### config.mk
export PLATFORM = sky130hd
export DESIGN_NAME = spram_fifo_ctrl_flat
export DESIGN_NICKNAME = d
export VERILOG_FILES = /design/src/rtl/spram_fifo_ctrl_if.sv /design/src/rtl/spram_fifo_ctrl.sv /design/src/flat_wrapper.sv
export SDC_FILE = /design/constraint.sdc
export NUM_CORES = 1
export LEC_CHECK = 0
export ABC_AREA = 1
export BUFFER_PORTS_ARGS = -buffer_cell sky130_fd_sc_hd__buf_2
export CAP_MARGIN = 30
export CORE_MARGIN = 2
export CORE_UTILIZATION = 54
export CTS_BUF_LIST = sky130_fd_sc_hd__clkbuf_4
export DETAILED_ROUTE_END_ITERATION = 7
export GPL_TIMING_DRIVEN = 0
export PLACE_DENSITY_LB_ADDON = 0.05
export SLEW_MARGIN = 5
export SYNTH_ARGS = -nofsm -noshare
export SYNTH_HDL_FRONTEND = slang
export SYNTH_SLANG_ARGS = --single-unit
### constraint.sdc
create_clock -name clk -period 2.4 [get_ports clk]
set_clock_uncertainty 0.1 [all_clocks]
set_input_delay 0.24 -clock clk [delete_from_list [all_inputs] [get_ports clk]]
set_output_delay 0.24 -clock clk [all_outputs]
set_load 0.01 [all_outputs]
### src/rtl/spram_fifo_ctrl_if.sv
// Valid/ready handshake bundle for the single-port-RAM FIFO controller.
// master drives the push side and accepts from the pop side; slave is the FIFO.
interface spram_fifo_ctrl_if #(
  parameter int DATA_WIDTH = 8
);
  logic                  s_valid;
  logic                  s_ready;
  logic [DATA_WIDTH-1:0] s_data;
  logic                  m_valid;
  logic                  m_ready;
  logic [DATA_WIDTH-1:0] m_data;

  modport master (
    output s_valid, s_data, m_ready,
    input  s_ready, m_valid, m_data
  );

  modport slave (
    input  s_valid, s_data, m_ready,
    output s_ready, m_valid, m_data
  );
endinterface

### src/rtl/spram_fifo_ctrl.sv
// FIFO controller time-sharing one single-port synchronous RAM between push
// and pop. Reads are prefetched into a 2-entry register buffer so the pop
// side sees registered m_valid/m_data. Capacity is FIFO_DEPTH + 2.
module spram_fifo_ctrl #(
  parameter  int DATA_WIDTH = 8,
  parameter  int FIFO_DEPTH = 16,
  parameter  int ADDR_WIDTH = $clog2(FIFO_DEPTH),
  localparam int CNT_WIDTH  = $clog2(FIFO_DEPTH + 4)
) (
  input  logic                  clk,
  input  logic                  rst_n,
  spram_fifo_ctrl_if.slave      bus,
  output logic                  ram_en,
  output logic                  ram_we,
  output logic [ADDR_WIDTH-1:0] ram_addr,
  output logic [DATA_WIDTH-1:0] ram_din,
  input  logic [DATA_WIDTH-1:0] ram_dout,
  output logic [CNT_WIDTH-1:0]  count,
  output logic                  empty,
  output logic                  full
);

  typedef enum logic {
    PRI_READ  = 1'b0,
    PRI_WRITE = 1'b1
  } pri_t;

  localparam logic [ADDR_WIDTH-1:0] LAST_ADDR = ADDR_WIDTH'(FIFO_DEPTH - 1);
  localparam logic [CNT_WIDTH-1:0]  DEPTH_CNT = CNT_WIDTH'(FIFO_DEPTH);

  pri_t                  pri_q, pri_d;
  logic [ADDR_WIDTH-1:0] wr_ptr, rd_ptr;
  logic [CNT_WIDTH-1:0]  ram_cnt;
  logic                  rd_inflight;
  logic [1:0]            out_cnt;
  logic [DATA_WIDTH-1:0] out_buf0, out_buf1;
  logic                  want_rd, s_ready_i, grant_wr, grant_rd, pop;

  // Request/grant terms; s_ready depends on registered state only so it
  // never combinationally follows s_valid or m_ready.
  assign full      = (ram_cnt == DEPTH_CNT);
  assign want_rd   = (ram_cnt != '0) && ((3'(out_cnt) + 3'(rd_inflight)) < 3'd2);
  assign s_ready_i = rst_n && !full && !(want_rd && (pri_q == PRI_READ));
  assign grant_wr  = bus.s_valid && s_ready_i;
  assign grant_rd  = rst_n && want_rd && !grant_wr;

  assign bus.s_ready = s_ready_i;
  assign bus.m_valid = rst_n && (out_cnt != 2'd0);
  assign bus.m_data  = out_buf0;
  assign pop         = bus.m_valid && bus.m_ready;

  assign ram_en   = grant_wr || grant_rd;
  assign ram_we   = grant_wr;
  assign ram_addr = grant_wr ? wr_ptr : rd_ptr;
  assign ram_din  = bus.s_data;

  assign count = ram_cnt + CNT_WIDTH'(rd_inflight) + CNT_WIDTH'(out_cnt);
  assign empty = (count == '0);

  // Arbitration priority: flips to the loser whenever both sides contend.
  always_comb begin
    pri_d = pri_q;
    if (want_rd && bus.s_valid && !full) begin
      pri_d = grant_rd ? PRI_WRITE : PRI_READ;
    end
  end

  // Priority state register.
  always_ff @(posedge clk) begin
    if (!rst_n) pri_q <= PRI_READ;
    else        pri_q <= pri_d;
  end

  // Pointers, occupancy, read-in-flight tracking and the output buffer.
  always_ff @(posedge clk) begin
    if (!rst_n) begin
      wr_ptr      <= '0;
      rd_ptr      <= '0;
      ram_cnt     <= '0;
      rd_inflight <= 1'b0;
      out_cnt     <= 2'd0;
      out_buf0    <= '0;
      out_buf1    <= '0;
    end else begin
      if (grant_wr) wr_ptr <= (wr_ptr == LAST_ADDR) ? '0 : wr_ptr + ADDR_WIDTH'(1);
      if (grant_rd) rd_ptr <= (rd_ptr == LAST_ADDR) ? '0 : rd_ptr + ADDR_WIDTH'(1);
      case ({grant_wr, grant_rd})
        2'b10:   ram_cnt <= ram_cnt + CNT_WIDTH'(1);
        2'b01:   ram_cnt <= ram_cnt - CNT_WIDTH'(1);
        default: ;
      endcase
      // ram_dout is only meaningful the cycle after a read grant.
      rd_inflight <= grant_rd;
      // Capture lands behind any held entry; a simultaneous pop shifts
      // the buffer first so order is kept with out_cnt unchanged.
      case ({rd_inflight, pop})
        2'b10: begin
          if (out_cnt == 2'd0) out_buf0 <= ram_dout;
          else                 out_buf1 <= ram_dout;
          out_cnt <= out_cnt + 2'd1;
        end
        2'b01: begin
          out_buf0 <= out_buf1;
          out_cnt  <= out_cnt - 2'd1;
        end
        2'b11: begin
          if (out_cnt == 2'd1) begin
            out_buf0 <= ram_dout;
          end else begin
            out_buf0 <= out_buf1;
            out_buf1 <= ram_dout;
          end
        end
        default: ;
      endcase
    end
  end

endmodule

### src/flat_wrapper.sv
// flat-port wrapper written by rule: the top's interface ports become plain ports
module spram_fifo_ctrl_flat 
#(
  parameter  int DATA_WIDTH = 8,
  parameter  int FIFO_DEPTH = 16,
  parameter  int ADDR_WIDTH = $clog2(FIFO_DEPTH),
  localparam int CNT_WIDTH  = $clog2(FIFO_DEPTH + 4)
)
  (clk, rst_n, ram_en, ram_we, ram_addr, ram_din, ram_dout, count, empty, full, bus_s_valid, bus_s_data, bus_m_ready, bus_s_ready, bus_m_valid, bus_m_data);
  spram_fifo_ctrl_if #(.DATA_WIDTH(DATA_WIDTH)) bus_i ();
  input  logic clk;
  input  logic rst_n;
  output logic ram_en;
  output logic ram_we;
  output logic [ADDR_WIDTH-1:0] ram_addr;
  output logic [DATA_WIDTH-1:0] ram_din;
  input  logic [DATA_WIDTH-1:0] ram_dout;
  output logic [CNT_WIDTH-1:0] count;
  output logic empty;
  output logic full;
  input wire logic [$bits(bus_i.s_valid)-1:0] bus_s_valid;
  input wire logic [$bits(bus_i.s_data)-1:0] bus_s_data;
  input wire logic [$bits(bus_i.m_ready)-1:0] bus_m_ready;
  output wire logic [$bits(bus_i.s_ready)-1:0] bus_s_ready;
  output wire logic [$bits(bus_i.m_valid)-1:0] bus_m_valid;
  output wire logic [$bits(bus_i.m_data)-1:0] bus_m_data;
  assign bus_i.s_valid = bus_s_valid;
  assign bus_i.s_data = bus_s_data;
  assign bus_i.m_ready = bus_m_ready;
  assign bus_s_ready = bus_i.s_ready;
  assign bus_m_valid = bus_i.m_valid;
  assign bus_m_data = bus_i.m_data;
  spram_fifo_ctrl #(.DATA_WIDTH(DATA_WIDTH), .FIFO_DEPTH(FIFO_DEPTH), .ADDR_WIDTH(ADDR_WIDTH)) u_core (.clk(clk), .rst_n(rst_n), .bus(bus_i), .ram_en(ram_en), .ram_we(ram_we), .ram_addr(ram_addr), .ram_din(ram_din), .ram_dout(ram_dout), .count(count), .empty(empty), .full(full));
endmodule
==> results of run 1 <==
worst reg2reg max path, delay by kind of cell (launching register included):
kind	cells	cell delay [ns]
AO/OA/AOI/OAI	2	0.39
adder cells (fa/ha/maj)	1	0.33
buffers and inverters	2	0.13
flip-flops	1	0.40
AND/OR/NAND/NOR	9	0.85
state kept, by name, indices dropped and copies added, names as in the netlist:
signal / flops
u_core.bus.m_data: 8
u_core.out_buf1: 8
u_core.out_cnt: 2
u_core.pri_q: 1
u_core.ram_cnt: 5
u_core.rd_inflight: 1
u_core.rd_ptr: 4
u_core.wr_ptr: 4
cells in the mapped netlist:
cell type and number:
sky130_fd_sc_hd__o22ai_1 8, sky130_fd_sc_hd__xnor2_1 2, sky130_fd_sc_hd__ha_1 11, sky130_fd_sc_hd__a31oi_1 1, sky130_fd_sc_hd__dfxtp_1 33, sky130_fd_sc_hd__a21oi_1 33, sky130_fd_sc_hd__nor3_1 3, sky130_fd_sc_hd__buf_6 1
sky130_fd_sc_hd__o21ai_1 2, sky130_fd_sc_hd__nand3_2 1, sky130_fd_sc_hd__xor2_1 6, sky130_fd_sc_hd__nand2_1 24, sky130_fd_sc_hd__nand3_1 14, sky130_fd_sc_hd__buf_4 10, sky130_fd_sc_hd__a21o_1 1, sky130_fd_sc_hd__nand2_2 1
sky130_fd_sc_hd__nand4_1 2, sky130_fd_sc_hd__o21bai_1 1, sky130_fd_sc_hd__nand2_8 1, sky130_fd_sc_hd__inv_2 2, sky130_fd_sc_hd__nor2_4 1, sky130_fd_sc_hd__fa_1 3, sky130_fd_sc_hd__buf_2 1, sky130_fd_sc_hd__nor2_1 14
sky130_fd_sc_hd__clkbuf_1 2, sky130_fd_sc_hd__o21ai_0 28, sky130_fd_sc_hd__inv_1 53
what timing repair did:
item	CTS	global route
setup endpoints to repair	3	18
resized for setup	13	19
pin swaps	3	3
buffers inserted	3	5
final cells by class:
class / count / area (µm²)
buffer: 14 / 101
clock buffer: 5 / 37.5
clock inverter: 3 / 46.3
fill: 306 / 956
inverter: 55 / 209
multi-input combinational: 157 / 1020
sequential: 33 / 672
tap: 46 / 57.6
timing repair buffer: 49 / 265
path summary, 6_finish.rpt:
kind / endpoint / from / cells after the start
hold reg to reg: u_core.rd_ptr[3] / u_core.rd_ptr[3] / 2
setup / recovery: empty / u_core.ram_cnt[0] / 8
setup reg to reg: u_core.ram_cnt[4] / u_core.ram_cnt[1] / 14
hold / removal: u_core.out_buf1[0] / ram_dout[0] / 3
stage by stage:
stage	TNS [ns]	instances
finish	-0.0209	362
global route	-0.238	362
CTS	-0.0461	357
detailed placement	-0.125	346
global placement	-0.0896	346
floorplan	0	259
metal layers:
layer,share of wire,GRT usage
met5,0,0
met4,0.014,0.0924
met3,0.056,0.0464
met2,0.49,0.376
met1,0.44,0.266
logic make-up after synthesis:
group	after synthesis	synth area share
buf+inv	69	0.160
flops	33	0.346
simple gates	61	0.151
compound gates	74	0.203
fa+ha+maj	14	0.104
xor+xnor	8	0.0367
power groups by stage:
stage          Clock, µW  Sequential, µW  Combinational, µW
2_1_floorplan          0             956               1220
3_3_place_gp           0             966               1660
3_5_place_dp           0             971               1700
4_1_cts              437             968               1780
5_1_grt              457            1030               2230
6_report             434            1000               2000
placed cells by master (no fill, tap or decap), types with 2 or more instances in the layout:
cell	instances
sky130_fd_sc_hd__inv_1	51
sky130_fd_sc_hd__nor2_2	2
sky130_fd_sc_hd__xnor2_1	2
sky130_fd_sc_hd__clkbuf_1	2
sky130_fd_sc_hd__clkbuf_4	5
sky130_fd_sc_hd__inv_2	3
sky130_fd_sc_hd__nand2_1	24
sky130_fd_sc_hd__nor3_1	2
sky130_fd_sc_hd__o22ai_1	8
sky130_fd_sc_hd__buf_2	41
sky130_fd_sc_hd__buf_4	19
sky130_fd_sc_hd__a21oi_2	3
sky130_fd_sc_hd__nand4_1	2
sky130_fd_sc_hd__a21oi_1	30
sky130_fd_sc_hd__nand3_2	3
sky130_fd_sc_hd__nor2_1	10
sky130_fd_sc_hd__dfxtp_2	6
sky130_fd_sc_hd__fa_2	2
sky130_fd_sc_hd__nand3_1	12
sky130_fd_sc_hd__xor2_1	5
sky130_fd_sc_hd__nor2_4	3
sky130_fd_sc_hd__ha_1	10
sky130_fd_sc_hd__dfxtp_1	26
sky130_fd_sc_hd__o21ai_0	28
==> tab_implementation.tex, run 1 <==
\begin{tabular}{lr}
\hline
Metric & Value \\
\hline
\multicolumn{2}{l}{\textbf{Outcome}} \\
\quad Run status & finished, violations left \\
\quad Violated checks & setup timing \\
\multicolumn{2}{l}{\textbf{Placement}} \\
\quad Gpl congestion & 0.755 \\
\quad HPWL after detailed placement & 2970 µm \\
\quad Instance area after placement & 0.00217 mm² \\
\quad Count of port buffers added during placement & 41 \\
\quad Pre-CTS setup slack & -0.125 ns \\
\multicolumn{2}{l}{\textbf{Routing}} \\
\quad Average via count per standard cell & 5.10 \\
\quad WL/cell & 11.8 µm \\
\quad Antenna viol nets, final & 0 \\
\quad Detailed-route DRC error count & 0 \\
\quad Detailed-routing iteration count for the pre-antenna-repair pass & 4 \\
\quad Via count & 1846 \\
\quad Iter 0 DRT Violations & 87 \\
\quad Post-Route WL & 4280 µm \\
\multicolumn{2}{l}{\textbf{Power}} \\
\quad Cell internal pwr & 1840 µW \\
\quad Total power after layout & 3430 µW \\
\quad Leakage power of the design & 0.00123 µW \\
\quad Worst supply voltage drop on vdd & 0.904 mV \\
\quad Power share of the combinational group & 0.581 \\
\quad Sw frac & 0.464 \\
\quad Relative contribution of sequential cells to total power & 0.292 \\
\quad Switching component of the power & 1590 µW \\
\quad Total power per unit cell area & 1430 mW/mm² \\
\quad Part of the total power dissipated in the clock network & 0.126 \\
\multicolumn{2}{l}{\textbf{Global routing}} \\
\quad GRT Resource Usage Total & 0.220 \\
\quad Total gr overflow & 0 \\
\quad Number of antenna violations at the first check in global routing & 0 \\
\quad Largest net degree at the start of global routing & 13 \\
\quad Wire length of the first global-routing pass & 7050 µm \\
\quad Via count of the first global-routing pass & 1706 \\
\multicolumn{2}{l}{\textbf{Synth}} \\
\quad Fraction of the yosys area taken by sequential cells & 0.346 \\
\quad Area share of the leading cell type in the synthesized netlist & 0.346 \\
\quad Cells after synthesis & 259 \\
\quad Number of register bits inferred by synthesis & 33 \\
\quad Leading post-synthesis cells by cell area & sky130\_fd\_sc\_hd\_\_dfxtp\_1, sky130\_fd\_sc\_hd\_\_inv\_1, sky130\_fd\_sc\_hd\_\_a21oi\_1 \\
\quad Distinct cells, synth & 27 \\
\quad Net count after synthesis & 293 \\
\quad Synthesized area per cell & 7.37 µm² \\
\quad Syn. warnings & 0 \\
\quad Netlist area before placement & 0.00191 mm² \\
\quad Library cell occupying the most area in the post-synthesis netlist & sky130\_fd\_sc\_hd\_\_dfxtp\_1 \\
\multicolumn{2}{l}{\textbf{Setup path}} \\
\quad Count of buffer and inverter cells on the critical path & 3 \\
\quad CP startpoint kind & flip-flop \\
\quad Arrival time at the worst endpoint & 2.08 ns \\
\quad Endpoint kind of the worst setup timing path & output port \\
\quad Cell with the largest stage delay on the worst path & sky130\_fd\_sc\_hd\_\_fa\_2 \\
\quad Most common cell type on the critical path & sky130\_fd\_sc\_hd\_\_fa\_2 \\
\quad Critical Path Fanout Max & 6 \\
\quad Cell family with the largest share of critical-path delay & adder cells \\
\quad Setup slack on the worst flop-to-flop path & 0.09 ns \\
\quad Required arrival time at the worst endpoint & 2.06 ns \\
\quad Cell Chain, Critical Path & inv\_1 -> fa\_2 -> inv\_2 -> fa\_2 -> nor2\_2 -> nand2\_1 -> nor3\_2 -> buf\_2 \\
\quad Slowest stage delay, CP & 0.43 ns \\
\quad Critical path class & flip-flop to output port \\
\multicolumn{2}{l}{\textbf{Timing}} \\
\quad Unrepaired setup endpoints after global routing & true \\
\quad Count of final max-slew check failures & 0 \\
\quad Min cycle time layout & 2.42 ns \\
\quad Finish-stage setup viols & 1 \\
\quad Headroom to the max-slew limit & 0.551 \\
\quad Setup WS post-layout & -0.0209 ns \\
\quad Hold violation count in the final report & 0 \\
\quad Final clock period utilization by the worst path & 1.01 \\
\quad Worst-case hold slack & 0.0296 ns \\
\quad Actual transition at the worst max-transition pin & 0.673 ns \\
\quad Achievable frequency & 413 MHz \\
\multicolumn{2}{l}{\textbf{Finish}} \\
\quad Final design utilization & 0.716 \\
\quad Area Growth Syn to Fin & 26.2\% \\
\quad Layout cells sized above 1 & 0.316 \\
\quad Nets & 349 \\
\quad Area of all placed cells without fillers & 0.00241 mm² \\
\quad Diode count & 0 \\
\multicolumn{2}{l}{\textbf{Clock tree}} \\
\quad TritonCTS clock tree & built \\
\quad Clock transition at path regs & 0.12 ns \\
\quad Root buffer cell & sky130\_fd\_sc\_hd\_\_clkbuf\_4 \\
\quad Clock sink count & 33 \\
\quad H-Tree Level Count & 2 \\
\quad Number of buffers added to fix hold violations after cts & 0 \\
\quad Deepest clock path buffer count & 2 \\
\quad Number of buffers created by CTS & 5 \\
\quad Clk\_lat worst skew & 0.35 ns \\
\multicolumn{2}{l}{\textbf{Floorplan}} \\
\quad Effective utilization at floorplan & 0.567 \\
\quad Placement row count & 21 \\
\quad Number of top-level design ports & 51 \\
\quad Die outline area & 0.00403 mm² \\
\quad Vertical die dimension & 63.4 µm \\
\quad Core footprint & 0.00336 mm² \\
\quad Chip Width & 63.4 µm \\
\multicolumn{2}{l}{\textbf{Worst hold path}} \\
\quad Class of the most critical hold timing path & primary input to flip-flop \\
\multicolumn{2}{l}{\textbf{Flow run}} \\
\quad Max-cap violation count & 0 \\
\hline
\end{tabular}
(Power assumes the default switching activity.)
==> run 2, diff against run 1 <==
HOLD_SLACK_MARGIN = 0.06   (was default)
==> tab_implementation.tex, run 2 (synthesized netlist as in run 1, its figures left out) <==
\begin{tabular}{lr}
\hline
Metric & Value \\
\hline
\multicolumn{2}{l}{\textbf{Finish}} \\
\quad Final design utilization & 0.740 (+0.0238) \\
\quad Diode count & 0 (unchanged) \\
\quad Area Growth Syn to Fin & 30.4\% \\
\quad Nets & 357 (+2.3\%) \\
\quad Non-filler cells in the finished layout & 370 (+2.2\%) \\
\quad Leading cell type in the layout, fill and taps excluded & sky130\_fd\_sc\_hd\_\_inv\_1 \\
\quad Area of all placed cells without fillers & 0.00249 mm² (+3.3\%) \\
\quad Layout cells sized above 1 & 0.309 (-0.00781) \\
\quad Number of fillers in the final layout & 286 (-6.5\%) \\
\quad Commonest cells after routing, fill and taps aside & sky130\_fd\_sc\_hd\_\_inv\_1, sky130\_fd\_sc\_hd\_\_buf\_2, sky130\_fd\_sc\_hd\_\_a21oi\_1, sky130\_fd\_sc\_hd\_\_o21ai\_0, sky130\_fd\_sc\_hd\_\_dfxtp\_1 \\
\multicolumn{2}{l}{\textbf{Setup path}} \\
\quad Endpoint kind of the worst setup timing path & output port \\
\quad Required arrival time at the worst endpoint & 2.06 ns (about the same) \\
\quad Slowest stage delay, CP & 0.43 ns (about the same) \\
\quad Most common cell type on the critical path & sky130\_fd\_sc\_hd\_\_fa\_2 \\
\quad Critical path class & flip-flop to output port \\
\quad Critical Path Fanout Max & 6 (unchanged) \\
\quad CP startpoint kind & flip-flop \\
\quad Count of buffer and inverter cells on the critical path & 3 (unchanged) \\
\quad Cell with the largest stage delay on the worst path & sky130\_fd\_sc\_hd\_\_fa\_2 \\
\quad Cell Chain, Critical Path & inv\_1 -> fa\_2 -> inv\_2 -> fa\_2 -> nor2\_2 -> nand2\_1 -> nor3\_2 -> buf\_2 \\
\quad Setup slack on the worst flop-to-flop path & 0.09 ns (about the same) \\
\quad Cell family with the largest share of critical-path delay & adder cells \\
\quad Arrival time at the worst endpoint & 2.08 ns (about the same) \\
\multicolumn{2}{l}{\textbf{Power}} \\
\quad Switching component of the power & 1600 µW (+0.26\%) \\
\quad Worst supply voltage drop on vdd & 0.904 mV (about the same) \\
\quad Power share of the combinational group & 0.582 (about the same) \\
\quad Total power after layout & 3450 µW (+0.37\%) \\
\quad Total power per unit cell area & 1390 mW/mm² (-2.9\%) \\
\quad Part of the total power dissipated in the clock network & 0.126 (about the same) \\
\quad Relative contribution of sequential cells to total power & 0.292 (about the same) \\
\quad Cell internal pwr & 1850 µW (+0.46\%) \\
\quad Sw frac & 0.463 (-0.000497) \\
\quad Leakage power of the design & 0.00126 µW (+2.7\%) \\
\multicolumn{2}{l}{\textbf{Placement}} \\
\quad Instance area after placement & 0.00217 mm² (unchanged) \\
\quad HPWL after detailed placement & 2970 µm (unchanged) \\
\quad Gpl congestion & 0.755 (unchanged) \\
\quad Count of port buffers added during placement & 41 (unchanged) \\
\quad Placed cell count & 346 (unchanged) \\
\multicolumn{2}{l}{\textbf{Routing}} \\
\quad Detailed-route DRC error count & 0 (unchanged) \\
\quad Average via count per standard cell & 5.07 (-0.57\%) \\
\quad Detailed-routing iteration count for the pre-antenna-repair pass & 4 (unchanged) \\
\quad Iter 0 DRT Violations & 81 (-6.9\%) \\
\quad Antenna viol nets, final & 0 (unchanged) \\
\quad Post-Route WL & 4360 µm (+2.0\%) \\
\quad Via count & 1876 (+1.6\%) \\
\quad WL/cell & 11.8 µm (-0.24\%) \\
\multicolumn{2}{l}{\textbf{Floorplan}} \\
\quad Vertical die dimension & 63.4 µm (unchanged) \\
\quad Number of top-level design ports & 51 (unchanged) \\
\quad Core footprint & 0.00336 mm² (unchanged) \\
\quad Placement row count & 21 (unchanged) \\
\quad Effective utilization at floorplan & 0.567 (unchanged) \\
\quad Die outline area & 0.00403 mm² (unchanged) \\
\quad Chip Width & 63.4 µm (unchanged) \\
\multicolumn{2}{l}{\textbf{Global routing}} \\
\quad Wire length of the first global-routing pass & 7220 µm (+2.4\%) \\
\quad Number of antenna violations at the first check in global routing & 0 (unchanged) \\
\quad Total gr overflow & 0 (unchanged) \\
\quad Via count of the first global-routing pass & 1737 (+1.8\%) \\
\quad Largest net degree at the start of global routing & 13 (unchanged) \\
\quad GRT Resource Usage Total & 0.224 (+0.00415) \\
\multicolumn{2}{l}{\textbf{Clock tree}} \\
\quad TritonCTS clock tree & built \\
\quad Number of buffers created by CTS & 5 (unchanged) \\
\quad Deepest clock path buffer count & 2 (unchanged) \\
\quad Root buffer cell & sky130\_fd\_sc\_hd\_\_clkbuf\_4 \\
\quad Clock transition at path regs & 0.12 ns (about the same) \\
\quad Clock sink count & 33 (unchanged) \\
\quad Clk\_lat worst skew & 0.35 ns (about the same) \\
\quad H-Tree Level Count & 2 (unchanged) \\
\multicolumn{2}{l}{\textbf{Timing}} \\
\quad Actual transition at the worst max-transition pin & 0.694 ns (+0.0208 ns) \\
\quad Min cycle time layout & 2.42 ns (-0.00180 ns) \\
\quad Final clock period utilization by the worst path & 1.01 (about the same) \\
\quad Finish-stage setup viols & 1 (unchanged) \\
\quad Headroom to the max-slew limit & 0.537 (-0.0139) \\
\quad Count of final max-slew check failures & 0 (unchanged) \\
\quad Achievable frequency & 413 MHz (about the same) \\
\quad Hold violation count in the final report & 0 (unchanged) \\
\quad Setup WS post-layout & -0.0191 ns (+0.00180 ns) \\
\quad Unrepaired setup endpoints after global routing & true \\
\multicolumn{2}{l}{\textbf{Flow run}} \\
\quad Max-cap violation count & 0 (unchanged) \\
\multicolumn{2}{l}{\textbf{Outcome}} \\
\quad Run status & finished, violations left \\
\quad Violated checks & setup timing \\
\multicolumn{2}{l}{\textbf{Worst hold path}} \\
\quad Class of the most critical hold timing path & primary input to flip-flop \\
\hline
\end{tabular}
## run 2: cell types whose count changed in the layout (fill, tap and decap cells not counted)
| cell | previous run | this run |
|---|---|---|
| sky130_fd_sc_hd__dlygate4sd3_1 | 0 | 8 |
## run 2: cell type report
class,count,area [µm²],area share
timing repair buffer,57,345,0.139
sequential,33,672,0.270
inverter,55,209,0.0840
multi-input combinational,157,1020,0.409
clock buffer,5,37.5,0.0151
buffer,14,101,0.0407
clock inverter,3,46.3,0.0186
tap,46,57.6,0.0231
## run 2: metal layers
| layer | vias to the layer above | track usage | part of all wire |
|---|---|---|---|
| li1 | 964 | - | - |
| met1 | 864 | 0.270 | 0.45 |
| met2 | 42 | 0.391 | 0.50 |
| met3 | 6 | 0.0464 | 0.047 |
| met4 | 0 | 0.0815 | 0.0082 |
| met5 | - | 0 | 0 |
## run 2: stage by stage
step	hold slack (ns)	worst slack (ns)	TNS, ns
detailed placement	0.379	-0.125	-0.125
global route	0.101	-0.159	-0.221
global placement	0.373	-0.0896	-0.0896
finish	0.0819	-0.0191	-0.0191
CTS	0.0747	-0.0237	-0.0461
floorplan	0.288	0.204	0
## run 2: power by group through the flow
| stage | clock (µW) | sequential (µW) | combinational [µW] |
|---|---|---|---|
| 3_3_place_gp | 0 | 966 | 1660 |
| 6_report | 434 | 1010 | 2010 |
| 4_1_cts | 437 | 968 | 1790 |
| 3_5_place_dp | 0 | 971 | 1700 |
| 2_1_floorplan | 0 | 956 | 1220 |
| 5_1_grt | 457 | 1030 | 2240 |
## run 2: worst register-to-register path: cells and delay by family, from the launching register on
family	cells	cell delay, ns
compound gates	2	0.39
flops	1	0.40
buf+inv	2	0.13
simple gates	9	0.85
fa+ha+maj	1	0.33
## run 2: timing repair
| item | in CTS | in global routing |
|---|---|---|
| hold endpoints to repair | 8 | 0 |
| hold buffers | 8 | 0 |
| buffers inserted | 3 | 5 |
| pin swaps | 3 | 3 |
| endpoints found under the setup margin | 3 | 18 |
| gates resized for setup | 13 | 19 |
## run 2: path summary, 6_finish.rpt
| path | startpoint | to | depth (start not counted) |
|---|---|---|---|
| max | u_core.ram_cnt[0] | empty | 8 |
| min | rst_n | u_core.ram_cnt[2] | 3 |
| max reg2reg | u_core.ram_cnt[1] | u_core.ram_cnt[4] | 14 |
| min reg2reg | u_core.rd_ptr[3] | u_core.rd_ptr[3] | 2 |
